==> src/rtl/comparator_pkg.sv <==
// Shared types and helpers for the bit-serial magnitude comparator.
package comparator_pkg;

    localparam int CMP_MAX_WIDTH = 32;

    typedef enum logic [1:0] {
        IDLE,
        SHIFT,
        DONE
    } cmp_state_t;

    typedef struct packed {
        logic eq;
        logic gt;
        logic lt;
    } cmp_result_t;

    // Verdict at the last accepted pair: an earlier decision wins, otherwise the last pair decides.
    function automatic cmp_result_t final_result(
        input logic decided,
        input logic pend_gt,
        input logic pend_lt,
        input logic diff,
        input logic a_bit,
        input logic b_bit
    );
        cmp_result_t r;
        if (decided) begin
            r = '{eq: 1'b0, gt: pend_gt, lt: pend_lt};
        end else begin
            r = '{eq: ~diff, gt: diff & a_bit, lt: diff & b_bit};
        end
        return r;
    endfunction

endpackage

==> src/rtl/xorgate.sv <==
// 1-bit XOR difference cell of the comparator datapath.
module xorgate (
    input  logic a,
    input  logic b,
    output logic y
);
    assign y = a ^ b;
endmodule

==> src/rtl/serial_comparator.sv <==
// MSB-first bit-serial unsigned comparator; the first differing bit pair fixes the verdict,
// which is published on the flags only once all WIDTH pairs have been consumed.
module serial_comparator
    import comparator_pkg::*;
#(
    parameter int WIDTH = 8
) (
    input  logic clk,
    input  logic rst,
    input  logic start,
    input  logic bit_valid,
    input  logic a_bit,
    input  logic b_bit,
    output logic busy,
    output logic done,
    output logic eq,
    output logic gt,
    output logic lt
);

    localparam int CNT_W = $clog2(WIDTH + 1);
    localparam logic [CNT_W-1:0] COUNT_LOAD = CNT_W'(WIDTH);
    localparam logic [CNT_W-1:0] COUNT_LAST = CNT_W'(1);

    cmp_state_t       state;
    cmp_state_t       next_state;
    logic [CNT_W-1:0] count;
    logic             decided;
    logic             pend_gt;
    logic             pend_lt;
    cmp_result_t      result;
    logic             diff;
    logic             accept;
    logic             last_pair;

    xorgate u_diff (
        .a (a_bit),
        .b (b_bit),
        .y (diff)
    );

    assign accept    = (state == SHIFT) && bit_valid;
    assign last_pair = accept && (count == COUNT_LAST);

    // NOTE: every output of this block gets a default first so no latch is inferred.
    always_comb begin
        next_state = state;
        unique case (state)
            IDLE:    if (start) next_state = SHIFT;
            SHIFT:   if (last_pair) next_state = DONE;
            DONE:    next_state = IDLE;
            default: next_state = IDLE;
        endcase
    end

    // NOTE: sequential state uses non-blocking assignments so every register samples pre-edge values.
    always_ff @(posedge clk) begin
        if (rst) begin
            state   <= IDLE;
            count   <= '0;
            decided <= 1'b0;
            pend_gt <= 1'b0;
            pend_lt <= 1'b0;
            result  <= '0;
        end else begin
            state <= next_state;
            if (state == IDLE && start) begin
                count   <= COUNT_LOAD;
                decided <= 1'b0;
                pend_gt <= 1'b0;
                pend_lt <= 1'b0;
                result  <= '0;
            end
            if (accept) begin
                count <= count - 1'b1;
                if (!decided && diff) begin
                    decided <= 1'b1;
                    pend_gt <= a_bit;
                    pend_lt <= b_bit;
                end
                if (last_pair) begin
                    result <= final_result(decided, pend_gt, pend_lt, diff, a_bit, b_bit);
                end
            end
        end
    end

    // Flags stay zero throughout SHIFT because result is only written on the final edge.
    assign busy = (state == SHIFT);
    assign done = (state == DONE);
    assign eq   = result.eq;
    assign gt   = result.gt;
    assign lt   = result.lt;

endmodule

==> config.mk <==
export PLATFORM = sky130hd
export DESIGN_NAME = serial_comparator
export DESIGN_NICKNAME = d
export VERILOG_FILES = /design/src/rtl/comparator_pkg.sv /design/src/rtl/xorgate.sv /design/src/rtl/serial_comparator.sv
export SDC_FILE = /design/constraint.sdc
export NUM_CORES = 1
export LEC_CHECK = 0
export BUFFER_PORTS_ARGS = -buffer_cell sky130_fd_sc_hd__clkbuf_2
export CAP_MARGIN = 10
export CORE_AREA = 2 2 39 41
export CTS_CLUSTER_DIAMETER = 50
export DETAILED_ROUTE_END_ITERATION = 8
export DIE_AREA = 0 0 41 43
export PLACE_DENSITY = 0.81
export SLEW_MARGIN = 20
export SYNTH_ARGS = -nofsm -noshare
export SYNTH_HDL_FRONTEND = slang
export SYNTH_SLANG_ARGS = --single-unit
==> constraint.sdc <==
create_clock -name clk -period 3.2 [get_ports clk]
set_input_delay 0.48 -clock clk [delete_from_list [all_inputs] [get_ports clk]]
set_output_delay 0.48 -clock clk [all_outputs]
set_load 0.01 [all_outputs]
==> results.toml <==
[power]
total_power_uw = 325
ir_drop_mv = 0.210
power.share.clock_pct = 36.7
p_int_uw = 244
p_switching_uw = 81.1
combPwrFrac_pct = 13.7
swShare_pct = 25.0
powerDensity_mw_per_mm2 = 454
pwr-share-seq_pct = 49.6
p_leak_nw = 0.294

[routing]
wl_per_cell_um = 11.8
num_vias = 512
firstDrtPassIters = 4
vias_per_cell = 5.33
drcViolationCount = 0
ant_nets = 0
drtIter0Drc = 11
postRouteWirelength_um = 1130

[clock_tree]
clkLatencyLatePin_ns = 0.27
cts_sinks = 12
cts-root-buf = "clkbuf_4"
numCtsBuffers = 3
path_clk_slew_ns = 0.08
post_cts_buffers = 0
cts_tree = "yes"
cts_resized = 0
cts_buffer_depth = 2
cts_max_level = 1
hold_buffers = 0

[worst_hold_path]
hold_start = "a_bit"
min_to = "pend_gt"
worstHoldPathType = "input pin to flop"
whs_path_depth = 3

[sta]
fin_ws_ns = 1.60
rsz0062_at_grt = "false"
fmax_mhz = 626
period_minus_slack_ns = 1.60
setup_violations = 0
finalHoldViolCount = 0
period_share_pct = 49.9
drv_slew = 0
fin_setup_tns_ns = 0
skew_ns = 0.00280
holdWs_ns = 0.464
worstMarginPinSlew_ns = 0.464
relSlewSlack_pct = 68.6

[floorplan]
core_area_mm2 = 0.00138
io_pins = 11
die_h_um = 43
row_count = 14
initial_utilization_pct = 45.0
die_w_um = 41
dieArea_mm2 = 0.00176

[placement]
dp_hpwl_um = 838
dp_worst_setup_slack_ns = 1.52
place.gp.congestion = 0.775
io_buffers = 10

[setup_path]
timing_worst_setup_path_type = "flop to output port"
worstPathRequired_ns = 2.72
rr_worst_depth = 3
start_kind = "flop"
startpoint = "state[1]"
cp_slowest_cell = "dfxtp_1"
r2r-end = "count[3]"
end_kind = "output port"
cp_data_arrival_time_ns = 1.12
rrSetupSlack_ns = 1.69
crit_path_max_incr_delay_ns = 0.34
path_cells = "nand2b_1 -> inv_1 -> clkbuf_2"
r2r_start = "state[0]"
critPathMaxFanout = 5

[global_route]
antenna_found_initial = 0
track_usage_pct = 15.6
grt_max_degree = 13
grt_pass1_vias = 434
grt_pass1_wl_um = 1770
grt-ovfl-total = 0

[layout]
antenna_cells = 0
final_nets = 91
area_growth_pct = 14.9
final_util_pct = 51.7
layout-drive-gt1-share_pct = 22.5

[synth]
syn_nets = 79
synth-seq-area-share_pct = 38.6
netlist_instances = 69
synth_simple_gate_area_share_pct = 23.3
synth_mux_area_share_pct = 6.02
ys_warn_count = 0
yosys.area_share.xor_xnor_pct = 0
yosys_register_bits = 12
ys_types = 26
netlist_area_um2 = 623
synth_top_family_by_area = "simple AND/OR/NAND/NOR gates"
synth_compound_area_share_pct = 18.3
syn_area_per_cell_um2 = 9.03
synth_fa_ha_area_share_pct = 8.03

[status]
outcome = "finished clean"

[job]
maxCapViolations = 0
flip-flops by register name, indices dropped and copies added, names as in the netlist:
signal and flops:
pend_gt 1, eq 1, pend_lt 1, gt 1
lt 1, count 4, decided 1, state 2
cells in the final DEF, fill, tap and decap left out:
cell type	synthesis	layout
a311oi_1	1	1
nand4b_1	1	1
or3_1	1	1
a211oi_2	1	1
or3b_1	1	1
o311ai_0	2	2
dfxtp_1	12	12
nand4bb_1	1	1
mux2_4	1	1
nand3b_1	1	1
and3b_1	1	1
inv_1	6	6
nand3_1	6	6
clkbuf_2	0	10
ha_1	4	4
clkbuf_4	0	3
a21oi_1	9	9
clkbuf_8	0	1
nor2_1	2	2
nand2b_1	3	3
a22oi_1	1	1
mux2_2	2	2
nor2b_1	1	1
o211ai_1	3	3
nand2_1	3	3
nor3_1	2	2
nor4bb_1	1	1
cell families (layout without fill, tap and decap cells):
logic type | count (synthesis) | count (layout)
simple gates | 24 | 24
compound gates | 17 | 17
flops | 12 | 12
buf+inv | 9 | 20
fa+ha+maj | 4 | 4
mux | 3 | 3
per-stage QoR:
step,cells,cell area (µm²)
5_1_grt,96,716
2_1_floorplan,69,623
6_report,96,716
3_3_place_gp,92,679
3_5_place_dp,92,679
4_1_cts,96,716
worst max-delay path by stage:
stage                    end  slack [ns]  cells after the start
finish                  busy        1.60                      3
global route            busy        1.55                      3
CTS                     busy        1.59                      3
detailed placement  count[3]        1.52                      4
global placement    count[3]        1.55                      4
floorplan           count[3]        1.84                      3
power by group through the flow:
| stage | logic [mW] | clock network [mW] | registers (mW) |
|---|---|---|---|
| after floorplan | 0.0350 | 0 | 0.163 |
| after global placement | 0.0436 | 0 | 0.164 |
| after detailed placement | 0.0445 | 0 | 0.165 |
| after CTS | 0.0449 | 0.126 | 0.161 |
| after global routing | 0.0506 | 0.133 | 0.162 |
| final | 0.0445 | 0.119 | 0.161 |
cell usage after synthesis:
library cell / n / share of area, %
a22oi_1: 1 / 1.2
nand3b_1: 1 / 1.2
a311oi_1: 1 / 1.4
o311ai_0: 2 / 2.8
nor4bb_1: 1 / 1.6
nor3_1: 2 / 1.6
a211oi_2: 1 / 2.0
nand4b_1: 1 / 1.4
inv_1: 6 / 3.6
nor2b_1: 1 / 1.0
nand2_1: 3 / 1.8
or3_1: 1 / 1.0
nand4bb_1: 1 / 1.8
mux2_2: 2 / 3.6
a21oi_1: 9 / 7.2
clkbuf_1: 1 / 0.60
ha_1: 4 / 8.0
buf_2: 2 / 1.6
dfxtp_1: 12 / 39
or3b_1: 1 / 1.4
o211ai_1: 3 / 3.6
nand2b_1: 3 / 3.0
and3b_1: 1 / 1.4
mux2_4: 1 / 2.4
nand3_1: 6 / 4.8
nor2_1: 2 / 1.2
layout make-up:
| cell class | count | area (µm²) |
|---|---|---|
| sequential | 12 | 240 |
| timing repair buffer | 10 | 50.0 |
| fill | 129 | 668 |
| multi-input combinational | 48 | 347 |
| clock buffer | 4 | 36.3 |
| inverter | 6 | 22.5 |
| tap | 16 | 20.0 |
worst max-delay path, delay by kind of cell (launching register included):
| kind | cells | cell delay (ns) |
|---|---|---|
| buffers and inverters | 2 | 0.29 |
| AND/OR/NAND/NOR | 1 | 0.21 |
| flip-flops | 1 | 0.34 |
metal layers:
layer	wire length, µm	up-vias	GRT usage [%]
met2	535	7	20.9
met1	540	226	18.1
met3	37	2	5.24
met4	19	0	14.7
met5	0	-	0
li1	-	277	-
Power figures use the tool's default switching activity.
